$ cat config.mk
export PLATFORM = sky130hd
export DESIGN_NAME = i2c_slave_mem
export DESIGN_NICKNAME = d
export VERILOG_FILES = /design/src/rtl/i2c_pkg.sv /design/src/rtl/i2c_sync2.sv /design/src/rtl/i2c_slave_mem.sv
export SDC_FILE = /design/constraint.sdc
export NUM_CORES = 1
export LEC_CHECK = 0
export BUFFER_PORTS_ARGS = -buffer_cell sky130_fd_sc_hd__buf_2
export CORE_UTILIZATION = 50
export DETAILED_ROUTE_END_ITERATION = 6
export PLACE_DENSITY = 0.69
export SLEW_MARGIN = 15
export SYNTH_ARGS = -nofsm -noshare
export SYNTH_HDL_FRONTEND = slang
export SYNTH_HIERARCHICAL = 1
export SYNTH_SLANG_ARGS = --single-unit
$ cat constraint.sdc
create_clock -name Clk -period 1.99 [get_ports Clk]
set_input_delay 0.2985 -clock Clk [delete_from_list [all_inputs] [get_ports Clk]]
set_output_delay 0.2985 -clock Clk [all_outputs]
set_load 0.03 [all_outputs]
$ cat src/rtl/i2c_pkg.sv
// Shared definitions for the I2C slave memory: FSM state encodings and the
// default address-window constants also used by the control unit.
package i2c_pkg;

  typedef enum logic [1:0] {
    ST_IDLE   = 2'd0,
    ST_ARMED  = 2'd1,
    ST_ACTIVE = 2'd2
  } state_t;

  localparam int         DEF_ADDRESSLENGTH = 7;
  localparam logic [6:0] DEF_BASE          = 7'h50;
  localparam int         DEF_DEPTH         = 16;

endpackage

$ cat src/rtl/i2c_sync2.sv
// Generic two-flop synchronizer; asynchronous active-low reset clears both flops.
module i2c_sync2 (
  input  logic Clk,
  input  logic Rst_n,
  input  logic i_d,
  output logic o_q
);

  logic r_meta;
  logic r_sync;

  always_ff @(posedge Clk or negedge Rst_n) begin
    if (!Rst_n) begin
      r_meta <= 1'b0;
      r_sync <= 1'b0;
    end else begin
      r_meta <= i_d;
      r_sync <= r_meta;
    end
  end

  assign o_q = r_sync;

endmodule

$ cat src/rtl/i2c_slave_mem.sv
// Byte-wide register memory behind the I2C slave control unit.
// Define I2C_MEM_AUTOINC_EN to advance the pointer after every access.
module i2c_slave_mem
  import i2c_pkg::*;
#(
  parameter int                       ADDRESSLENGTH = DEF_ADDRESSLENGTH,
  parameter logic [ADDRESSLENGTH-1:0] BASE          = ADDRESSLENGTH'(DEF_BASE),
  parameter int                       DEPTH         = DEF_DEPTH
) (
  input  logic                     Clk,
  input  logic                     Rst_n,
  input  logic [ADDRESSLENGTH-1:0] DirectionBuffer,
  input  logic [7:0]               InputBuffer,
  input  logic                     RorW,
  input  logic                     MemoryEnable,
  input  logic                     start,
  output logic                     HaveAddress,
  output logic [7:0]               OutputBuffer
);

  localparam int PW = (DEPTH > 1) ? $clog2(DEPTH) : 1;

  logic                   w_me_s;
  logic                   w_start_s;
  logic                   w_rorw_s;
  logic                   w_strobe;
  logic                   w_hit;
  logic                   w_access;
  logic                   w_we;
  logic [ADDRESSLENGTH:0] w_diff;
  logic [PW-1:0]          w_p;
  logic [PW-1:0]          w_next;

  state_t        r_state;
  logic [PW-1:0] r_ptr;
  logic          r_me_d;
  logic          r_start_d;
  logic          r_have;
  logic [7:0]    r_out;
  logic [7:0]    r_mem [DEPTH];

  i2c_sync2 u_sync_me    (.Clk(Clk), .Rst_n(Rst_n), .i_d(MemoryEnable), .o_q(w_me_s));
  i2c_sync2 u_sync_start (.Clk(Clk), .Rst_n(Rst_n), .i_d(start),        .o_q(w_start_s));
  i2c_sync2 u_sync_rorw  (.Clk(Clk), .Rst_n(Rst_n), .i_d(RorW),         .o_q(w_rorw_s));

  // Extra bit on the subtraction: a set MSB is a borrow, i.e. below BASE.
  assign w_diff   = {1'b0, DirectionBuffer} - {1'b0, BASE};
  assign w_hit    = !w_diff[ADDRESSLENGTH] &&
                    (32'(w_diff[ADDRESSLENGTH-1:0]) < 32'(DEPTH));
  assign w_strobe = w_me_s && !r_me_d;

  // A falling start_s always beats a coincident strobe.
  assign w_access = w_strobe && r_have && w_start_s && (r_state != ST_IDLE);
  assign w_we     = w_access && w_rorw_s;
  assign w_p      = (r_state == ST_ARMED) ? w_diff[PW-1:0] : r_ptr;

`ifdef I2C_MEM_AUTOINC_EN
  assign w_next = w_p + PW'(1);
`else
  assign w_next = w_p;
`endif

  always_ff @(posedge Clk or negedge Rst_n) begin
    if (!Rst_n) begin
      r_state   <= ST_IDLE;
      r_ptr     <= '0;
      r_me_d    <= 1'b0;
      r_start_d <= 1'b0;
      r_have    <= 1'b0;
      r_out     <= 8'hFF;
    end else begin
      r_me_d    <= w_me_s;
      r_start_d <= w_start_s;
      r_have    <= w_start_s && w_hit;
      case (r_state)
        ST_IDLE: begin
          if (w_start_s && !r_start_d) r_state <= ST_ARMED;
        end
        ST_ARMED, ST_ACTIVE: begin
          if (!w_start_s) begin
            r_state <= ST_IDLE;
          end else if (w_access) begin
            r_state <= ST_ACTIVE;
            r_ptr   <= w_next;
            if (!w_rorw_s) r_out <= r_mem[w_p];
          end
        end
        default: r_state <= ST_IDLE;
      endcase
    end
  end

  // Register array rather than a RAM macro so reset can clear every byte.
  always_ff @(posedge Clk or negedge Rst_n) begin
    if (!Rst_n) begin
      for (int i = 0; i < DEPTH; i++) r_mem[i] <= 8'h00;
    end else if (w_we) begin
      r_mem[w_p] <= InputBuffer;
    end
  end

  assign HaveAddress  = r_have;
  assign OutputBuffer = r_out;

endmodule

==> results.sh, run 1 <==
export IMPL_violations="negative setup slack"
export IMPL_grt_ovfl_total=0
export IMPL_synthFlopType="dfrtp_1"
export IMPL_drv_cap=0
export IMPL_worstSkewPairLatency_ns=0.44
export IMPL_synth_largest_area_cell="dfrtp_1"
export IMPL_core_area_um2=16500
export IMPL_rr_startpoint="r_state[0]"
export IMPL_worstPathRequired_ns=2.30
export IMPL_setup_ws_ns=-0.207
export IMPL_routedWlPerCell_um=23.7
export IMPL_dieArea_um2=17400
export IMPL_drt_pass1_iter_count=5
export IMPL_placement_rows=47
export IMPL_numPortBuffers=28
export IMPL_power_leakage_nw=5.23
export IMPL_arrival_ns=2.51
export IMPL_cts_sinks=151
export IMPL_hp_class="primary input to flop"
export IMPL_synth_top_area_share_pct=42.4
export IMPL_busiest_layer="met2"
export IMPL_fmax_mhz=455
export IMPL_vdd_ir_drop_max_v=0.000693
export IMPL_grt_pass1_vias=7605
export IMPL_cp_startpoint="r_state[0]"
export IMPL_p_sw_mw=3.51
export IMPL_period_needed_ns=2.20
export IMPL_seqPwrFrac_pct=31.8
export IMPL_drc_errors=0
export IMPL_slew_headroom_pct=58.8
export IMPL_power_density_nw_per_um2=915
export IMPL_cts_made_buffers=17
export IMPL_met1_usage_pct=40.0
export IMPL_die_width_um=132
export IMPL_grt_pass1_wl_mm=42.0
export IMPL_vias_per_cell=6.50
export IMPL_via_count=7551
export IMPL_place_congestion=0.907
export IMPL_cts_path_max_buffers=2
export IMPL_min_from="DirectionBuffer[4]"
export IMPL_synth_seq_cells=151
export IMPL_skew_ns=0.0130
export IMPL_syn_cell_area_um2=8430
export IMPL_grt_max_degree=60
export IMPL_cts_root_buf="clkbuf_16"
export IMPL_synth_cells=829
export IMPL_max_slew_worst_pin_slew_ns=0.617
export IMPL_worst_setup_path_start_kind="flop"
export IMPL_critPathMaxFanout=8
export IMPL_ios=29
export IMPL_switching_share_pct=33.7
export IMPL_drive_above_1_share_pct=46.7
export IMPL_initialDrtViolationCount=715
export IMPL_hold_violations=0
export IMPL_hold_ws_ns=0.109
export IMPL_avgSynthCellArea_um2=10.2
export IMPL_synth_fp_nets=854
export IMPL_antenna_left=0
export IMPL_synth_edf_count=0
export IMPL_start_util_pct=51.0
export IMPL_fin_crit_sh_pct=110
export IMPL_clkPwrFrac_pct=30.6
export IMPL_power_internal_mw=6.90
export IMPL_grt_util_met2_pct=52.4
export IMPL_cp_end_kind="flop"
export IMPL_cts_tree="done"
export IMPL_path_clk_slew_ns=0.06
export IMPL_combPwrFrac_pct=37.5
export IMPL_ys_async_sr_fraction_pct=100
export IMPL_use_met3_pct=4.84
export IMPL_routed_wl_mm=27.5
export IMPL_syn_to_final_growth_pct=34.9
export IMPL_htree_levels=4
export IMPL_grtUsageTotal_pct=31.6
export IMPL_synth_seq_area_share_pct=44.9
export IMPL_yosysUniqueCellTypes=41
export IMPL_antenna_found_initial=0
export IMPL_dp_worst_setup_slack_ns=-0.514
export IMPL_slew_viol_final=0
export IMPL_nNetsFinal=953
export IMPL_antennaDiodeCount=0
export IMPL_ys_warn_count=6
export IMPL_outcome="complete, but fails checks"
export IMPL_die_h_um=132
export IMPL_synth_area_top_cells="dfrtp_1, mux2_2, nand2_1"
export IMPL_grt_setup_unrepaired="yes"
export IMPL_setup_viol=134
export IMPL_crit_type="flop to flop"
export IMPL_dp_hpwl_mm=16.9
-- path summary, 6_finish.rpt --
| path | endpoint | slack [ns] | depth (start not counted) |
|---|---|---|---|
| worst max-delay path | r_mem[126] | -0.21 | 8 |
| worst min-delay path | HaveAddress | 0.11 | 3 |
| worst max register to register | r_mem[126] | -0.21 | 8 |
| worst min register to register | u_sync_me/o_q | 0.35 | 0 |
| max in group asynchronous | OutputBuffer[1] | 0.88 | 3 |
| min in group asynchronous | r_mem[74] | 0.43 | 2 |
-- per-stage QoR --
step	power (mW)	utilization [%]	std cells	instance area, um^2	setup TNS (ns)
2_1_floorplan	5.00	-	829	8660	-2.75
3_3_place_gp	6.03	58.2	1100	9610	-25.14
3_5_place_dp	6.10	58.2	1100	9610	-29.64
4_1_cts	9.93	66.4	1158	11000	-11.05
5_1_grt	10.8	68.9	1161	11400	-24.32
6_report	10.4	68.9	1161	11400	-16.39
-- cell type report --
| type | instances | area [um^2] |
|---|---|---|
| well taps | 220 | 275 |
| inverters | 31 | 116 |
| flip-flops and latches | 151 | 3790 |
| clock buffers | 23 | 458 |
| repair buffers | 158 | 1560 |
| fillers | 1109 | 5150 |
| clock inverters | 9 | 104 |
| multi-input cells | 569 | 5080 |
-- flip-flops by register name, indices dropped and copies added, names as in the netlist, 2 cells and up --
| register | count |
|---|---|
| OutputBuffer | 8 |
| r_state | 2 |
| r_mem | 128 |
| r_ptr | 4 |
-- logic make-up after synthesis --
group | after synthesis | synth area share (%)
AO/OA/AOI/OAI | 195 | 17.4
adder cells (fa/ha/maj) | 5 | 0.742
buffers and inverters | 109 | 5.58
flip-flops | 151 | 44.9
multiplexers | 117 | 16.0
AND/OR/NAND/NOR | 252 | 15.4
-- Yosys cell counts, types with 2 or more instances --
cell type / n
nand2_1: 165
dfrtp_1: 143
mux2_2: 109
o22ai_1: 64
clkbuf_1: 47
a31o_2: 32
and4b_1: 32
inv_1: 30
nand2b_1: 30
buf_2: 25
o21ai_0: 25
o32ai_1: 24
o41ai_1: 24
a2111oi_0: 8
dfstp_2: 8
mux2_4: 8
nor2_1: 8
o2111a_1: 8
ha_1: 5
buf_6: 3
o22a_1: 3
or3_1: 3
a21oi_1: 2
buf_4: 2
nand3_1: 2
nor2b_1: 2
nor3b_2: 2
o22ai_2: 2
-- critical path: stages (launching register included) --
cell and delay, ns:
dfrtp_1 0.42, ha_4 0.23, buf_12 0.15, nor3_1 0.25
a21oi_1 0.15, buf_4 0.21, nor3_4 0.21, buf_6 0.16
mux2_4 0.30
-- timing repair --
| item | CTS | global route |
|---|---|---|
| buffers inserted | 18 | 8 |
| pin swaps | 26 | 23 |
| endpoints found under the setup margin | 138 | 140 |
| hold buffers | 4 | 0 |
| gates resized for setup | 120 | 88 |
| endpoints found under the hold margin | 57 | 0 |
| gates cloned | 4 | 0 |
-- power groups by stage --
stage	registers (mW)	logic [mW]	clock network [mW]
CTS	3.31	3.45	3.17
finish	3.31	3.91	3.19
global route	3.32	4.09	3.34
global placement	3.35	2.68	0
detailed placement	3.36	2.74	0
floorplan	3.36	1.64	0
-- placed cells by master (no fill, tap or decap), types with 6 or more instances in the layout --
master,netlist,routed
a31o_2,32,21
a31o_4,0,11
and4b_1,32,32
buf_12,0,16
buf_2,25,26
buf_4,2,67
buf_6,3,40
clkbuf_16,0,17
dfrtp_1,143,142
dfstp_2,8,8
inv_1,30,28
mux2_2,109,99
mux2_4,8,18
nand2_1,165,143
nand2_2,0,19
nand2b_1,30,25
o2111a_1,8,8
o21ai_1,1,17
o21ai_2,0,6
o22ai_1,64,60
o32ai_1,24,16
o32ai_2,0,8
o41ai_2,0,14
o41ai_4,0,10
-- per-layer routing --
metal  vias to the layer above  routed length [um]
met5                         -                   0
met4                         0                1370
met3                       106                1710
met2                       372               13500
met1                      3818               10900
li1                       3255                   -
No activity file was read; power rests on OpenSTA's default activity.
==> inputs of run 2 (changes only) <==
- CELL_PAD_IN_SITES_DETAIL_PLACEMENT: unset -> 0
- CELL_PAD_IN_SITES_GLOBAL_PLACEMENT: unset -> 1
- CORE_UTILIZATION: 50 -> 45
- HOLD_SLACK_MARGIN: unset -> 0.08
- PLACE_DENSITY: 0.69 -> unset
- PLACE_DENSITY_LB_ADDON: unset -> 0.1
==> results.sh, run 2 (synthesis gave the netlist of run 1 again) <==
export IMPL_power_density_nw_per_um2=934
export IMPL_routedWlPerCell_um=24.5
export IMPL_vias_per_cell=6.31
export IMPL_worstSkewPairLatency_ns=0.44
export IMPL_largest_reg_flops=128
export IMPL_cts_sinks=151
export IMPL_totalPowerFinal_mw=11.4
export IMPL_via_count=7715
export IMPL_drt_pass1_iter_count=7
export IMPL_grt_ovfl_total=0
export IMPL_holdPathStages=3
export IMPL_placed_cells=1145
export IMPL_hold_ws_ns=0.0992
export IMPL_grt_max_degree=46
export IMPL_rr_startpoint="r_state[0]"
export IMPL_routed_wl_mm=30.0
export IMPL_arrival_ns=2.60
export IMPL_max_slew_worst_pin_slew_ns=0.501
export IMPL_antennaDiodeCount=0
export IMPL_r2r_slack_ns=-0.25
export IMPL_nNetsFinal=1006
export IMPL_path_clk_slew_ns=0.07
export IMPL_slew_viol_final=0
export IMPL_vdd_ir_drop_max_v=0.000617
export IMPL_period_needed_ns=2.24
export IMPL_numPortBuffers=28
export IMPL_reg2reg_to="r_mem[30]"
export IMPL_dp_hpwl_mm=18.4
export IMPL_finalInstanceArea_um2=12300
export IMPL_violations="design-rule violations, negative setup slack"
export IMPL_hold_violations=0
export IMPL_dp_worst_setup_slack_ns=-0.476
export IMPL_skew_ns=0.0105
export IMPL_cp_end_kind="flop"
export IMPL_final_common_cell="nand2_1"
export IMPL_placement_rows=49
export IMPL_worst_setup_path_start_kind="flop"
export IMPL_place_congestion=0.901
export IMPL_placed_area_um2=9850
export IMPL_worstPathRequired_ns=2.35
export IMPL_setup_viol=138
export IMPL_stdcell_count=1223
export IMPL_outcome="complete, but fails checks"
export IMPL_fin_crit_sh_pct=113
export IMPL_drv_cap=0
export IMPL_antenna_found_initial=1
export IMPL_htree_levels=4
export IMPL_antenna_left=0
export IMPL_min_from="DirectionBuffer[4]"
export IMPL_syn_to_final_growth_pct=45.3
export IMPL_start_util_pct=46.5
export IMPL_dieArea_um2=19300
export IMPL_ios=29
export IMPL_drc_errors=8
export IMPL_crit_type="flop to flop"
export IMPL_cts_root_buf="clkbuf_16"
export IMPL_fmax_mhz=446
export IMPL_grt_pass1_vias=7718
export IMPL_power_leakage_nw=5.61
export IMPL_core_area_um2=18100
export IMPL_critPathMaxFanout=8
export IMPL_most_common_layout_cells="nand2_1, dfrtp_1, mux2_2"
export IMPL_cts_tree="done"
export IMPL_hp_class="primary input to flop"
export IMPL_whs_endpoint="HaveAddress"
export IMPL_grt_setup_unrepaired="yes"
export IMPL_initialDrtViolationCount=695
export IMPL_top_register="r_mem"
export IMPL_grt_pass1_wl_mm=45.3
export IMPL_slew_headroom_pct=66.6
export IMPL_grtUsageTotal_pct=31.4
export IMPL_cts_made_buffers=17
export IMPL_drive_above_1_share_pct=52.4
export IMPL_die_h_um=139
export IMPL_rr_worst_depth=11
export IMPL_setup_ws_ns=-0.250
export IMPL_cts_path_max_buffers=2
export IMPL_die_width_um=139
run 2: changes by cell type in the layout (fill, tap and decap cells not counted), moves of 5 or more:
cell      before  now
a31o_2        21   32
a31o_4        11    0
buf_12        16   21
buf_4         67   97
buf_6         40   46
buf_8          2   14
clkbuf_1       5    0
nand2_1      143  148
nand2_2       19   12
o22ai_1       60   41
o22ai_2        4   16
o22ai_4        2    9
o32ai_1       16    8
o32ai_4        0    6
run 2: how the worst max path moves through the flow:
stage | start | to | slack [ns]
after global placement | r_state[1] | OutputBuffer[5] | -0.43
after floorplan | r_state[0] | r_mem[104] | -0.10
after global routing | r_state[0] | r_mem[57] | -0.33
after CTS | r_state[0] | r_mem[105] | -0.23
after detailed placement | r_state[1] | OutputBuffer[3] | -0.48
final | r_state[0] | r_mem[30] | -0.25
run 2: worst max-delay path: stages (launching register included):
cell and delay (ns):
dfrtp_1 0.41, buf_6 0.13, inv_4 0.03, ha_4 0.14
and4bb_2 0.31, nand3_4 0.16, buf_12 0.18, buf_8 0.11
nor3b_4 0.29, buf_4 0.23, nand2_1 0.06, o21ai_1 0.09
run 2: per-stage QoR:
stage | setup TNS (ns) | util, %
detailed placement | -33.88 | 54.3
finish | -20.91 | 67.5
global placement | -30.07 | 54.3
floorplan | -2.75 | -
CTS | -19.82 | 63.7
global route | -31.09 | 67.5
run 2: timing repair:
action	CTS	global route
endpoints found under the setup margin	138	138
setup buffers	31	10
endpoints found under the hold margin	31	0
hold buffers	4	0
resized for setup	165	110
pin swaps	42	36
cloned	3	4
run 2: layout make-up:
| cell class | count | area (um^2) |
|---|---|---|
| flip-flops and latches | 151 | 3790 |
| clock inverters | 13 | 194 |
| clock buffers | 19 | 453 |
| multi-input cells | 569 | 5290 |
| well taps | 229 | 287 |
| repair buffers | 211 | 2120 |
| fillers | 1328 | 5900 |
| inverters | 31 | 119 |
run 2: per-layer routing:
layer  track usage [%]  part of all wire [%]
met5                 0                     0
met4              12.5                   3.1
met3              7.04                   7.4
met2              52.3                    49
met1              39.6                    41
run 2: power by group:
part | switching (mW) | internal, mW | total, mW
Clock | 1.44 | 2.18 | 3.62
Sequential | 0.113 | 3.21 | 3.32
Combinational | 2.33 | 2.18 | 4.51
==> inputs of run 3 (changes only) <==
- PLACE_DENSITY: unset -> 0.75
- PLACE_DENSITY_LB_ADDON: 0.1 -> unset
==> results.sh, run 3 (synthesis gave the netlist of run 1 again) <==
export IMPL_start_util_pct=46.5
export IMPL_vias_per_cell=6.43
export IMPL_routedWlPerCell_um=25.5
export IMPL_hold_violations=0
export IMPL_path_clk_slew_ns=0.07
export IMPL_top_register="r_mem"
export IMPL_via_count=7605
export IMPL_fin_crit_sh_pct=113
export IMPL_htree_levels=4
export IMPL_postLayoutCoreUtil_pct=64.6
export IMPL_power_density_nw_per_um2=935
export IMPL_routed_wl_mm=30.2
export IMPL_drc_errors=3
export IMPL_worstSkewPairLatency_ns=0.45
export IMPL_setup_viol=136
export IMPL_seqPwrFrac_pct=30.4
export IMPL_grt_setup_unrepaired="yes"
export IMPL_clkPwrFrac_pct=32.0
export IMPL_outcome="complete, but fails checks"
export IMPL_power_leakage_nw=5.39
export IMPL_fillers=1369
export IMPL_grt_pass1_wl_mm=45.0
export IMPL_seq_area_um2=3790
export IMPL_cts_root_buf="clkbuf_16"
export IMPL_grt_util_met2_pct=48.6
export IMPL_switching_share_pct=34.3
export IMPL_crit_path_frequent_cell="buf_6"
export IMPL_combPwrFrac_pct=37.6
export IMPL_drive_above_1_share_pct=46.7
export IMPL_cts_path_max_buffers=2
export IMPL_slew_headroom_pct=59.7
export IMPL_multiInputGateArea_um2=5060
export IMPL_hp_class="primary input to flop"
export IMPL_max_slew_worst_pin_slew_ns=0.605
export IMPL_met1_usage_pct=41.9
export IMPL_initialDrtViolationCount=821
export IMPL_dp_worst_setup_slack_ns=-0.350
export IMPL_drt_pass1_iter_count=7
export IMPL_ios=29
export IMPL_drv_cap=0
export IMPL_grt_pass1_vias=7629
export IMPL_busiest_layer="met2"
export IMPL_use_met3_pct=6.35
export IMPL_grt_ovfl_total=0
export IMPL_vdd_ir_drop_max_v=0.000647
export IMPL_skew_ns=0.0106
export IMPL_most_common_layout_cells="nand2_1, dfrtp_1, mux2_2"
export IMPL_core_area_um2=18100
export IMPL_worst_setup_path_start_kind="flop"
export IMPL_antennaDiodeCount=0
export IMPL_period_needed_ns=2.24
export IMPL_numPortBuffers=28
export IMPL_cpPeakStageDelay_ns=0.38
export IMPL_placement_rows=49
export IMPL_cts_tree="done"
export IMPL_cp_slowest_cell="dfrtp_1"
export IMPL_cp_end_kind="flop"
export IMPL_crit_chain="inv_2 -> buf_4 -> ha_4 -> and4bb_2 -> nand3_4 -> buf_6 -> nor3_4 -> buf_6 -> mux2_4"
export IMPL_slew_viol_final=0
export IMPL_cts_sinks=151
export IMPL_power_internal_mw=7.19
export IMPL_place_congestion=0.930
export IMPL_worstPathRequired_ns=2.32
export IMPL_largest_reg_flops=128
export IMPL_setup_ws_ns=-0.255
export IMPL_die_h_um=139
export IMPL_antenna_left=0
export IMPL_syn_to_final_growth_pct=38.9
export IMPL_nNetsFinal=965
export IMPL_totalPowerFinal_mw=11.0
export IMPL_critPathMaxFanout=6
export IMPL_crit_family="simple AND/OR/NAND/NOR gates"
export IMPL_crit_buf_inv=4
export IMPL_violations="design-rule violations, negative setup slack"
export IMPL_arrival_ns=2.57
export IMPL_die_width_um=139
export IMPL_p_sw_mw=3.76
export IMPL_dieArea_um2=19300
export IMPL_dp_hpwl_mm=18.0
export IMPL_grt_max_degree=54
export IMPL_grtUsageTotal_pct=31.1
export IMPL_antenna_found_initial=1
export IMPL_fmax_mhz=446
export IMPL_crit_type="flop to flop"
export IMPL_cts_made_buffers=17
export IMPL_final_common_cell="nand2_1"
## run 3: layer usage
metal,part of all wire [%],up-vias
met1,42,3787
met4,3.4,2
met3,7.6,89
li1,-,3278
met5,0.030,-
met2,47,449
## run 3: final timing paths
check,startpoint,slack (ns),cells past startpoint,endpoint
worst max-delay path,r_state[1],-0.25,9,r_mem[123]
worst min-delay path,DirectionBuffer[6],0.09,3,HaveAddress
worst max register to register,r_state[1],-0.25,9,r_mem[123]
worst min register to register,u_sync_me/r_meta,0.35,0,u_sync_me/o_q
max in group asynchronous,Rst_n,0.94,3,OutputBuffer[3]
min in group asynchronous,Rst_n,0.40,2,r_mem[46]
## run 3: power by group through the flow
stage	clock [mW]	combinational (mW)	sequential [mW]
finish	3.51	4.12	3.32
global route	3.66	4.27	3.33
CTS	3.53	3.61	3.32
detailed placement	0	2.91	3.36
global placement	0	2.85	3.35
floorplan	0	1.64	3.36
## run 3: worst min-delay path, cell delays in order
cell,delay (ns)
buf_2,0.10
nand4b_1,0.07
nor2_1,0.04
## run 3: metrics by stage
| stage | hold slack [ns] | setup TNS (ns) | cell area [um^2] | cells |
|---|---|---|---|---|
| floorplan | 0.00291 | -2.75 | 8660 | 829 |
| global placement | 0.313 | -26.47 | 9830 | 1122 |
| detailed placement | 0.320 | -30.19 | 9830 | 1122 |
| CTS | 0.0857 | -19.18 | 11200 | 1170 |
| global route | 0.107 | -31.49 | 11700 | 1182 |
| finish | 0.0950 | -24.70 | 11700 | 1182 |
## run 3: cell type report
cell class	count	share of cell area, %
clock inverters	11	1.47
flip-flops and latches	151	32.3
clock buffers	21	3.84
inverters	31	0.993
multi-input cells	569	43.2
repair buffers	170	15.7
well taps	229	2.45
## run 3: what timing repair did
| action | 4_1_cts | 5_1_grt |
|---|---|---|
| setup buffers | 9 | 10 |
| endpoints found under the setup margin | 136 | 138 |
| gates cloned | 3 | 3 |
| pin swaps | 27 | 43 |
| hold buffers | 4 | 0 |
| resized for setup | 113 | 76 |
| hold endpoints to repair | 44 | 0 |
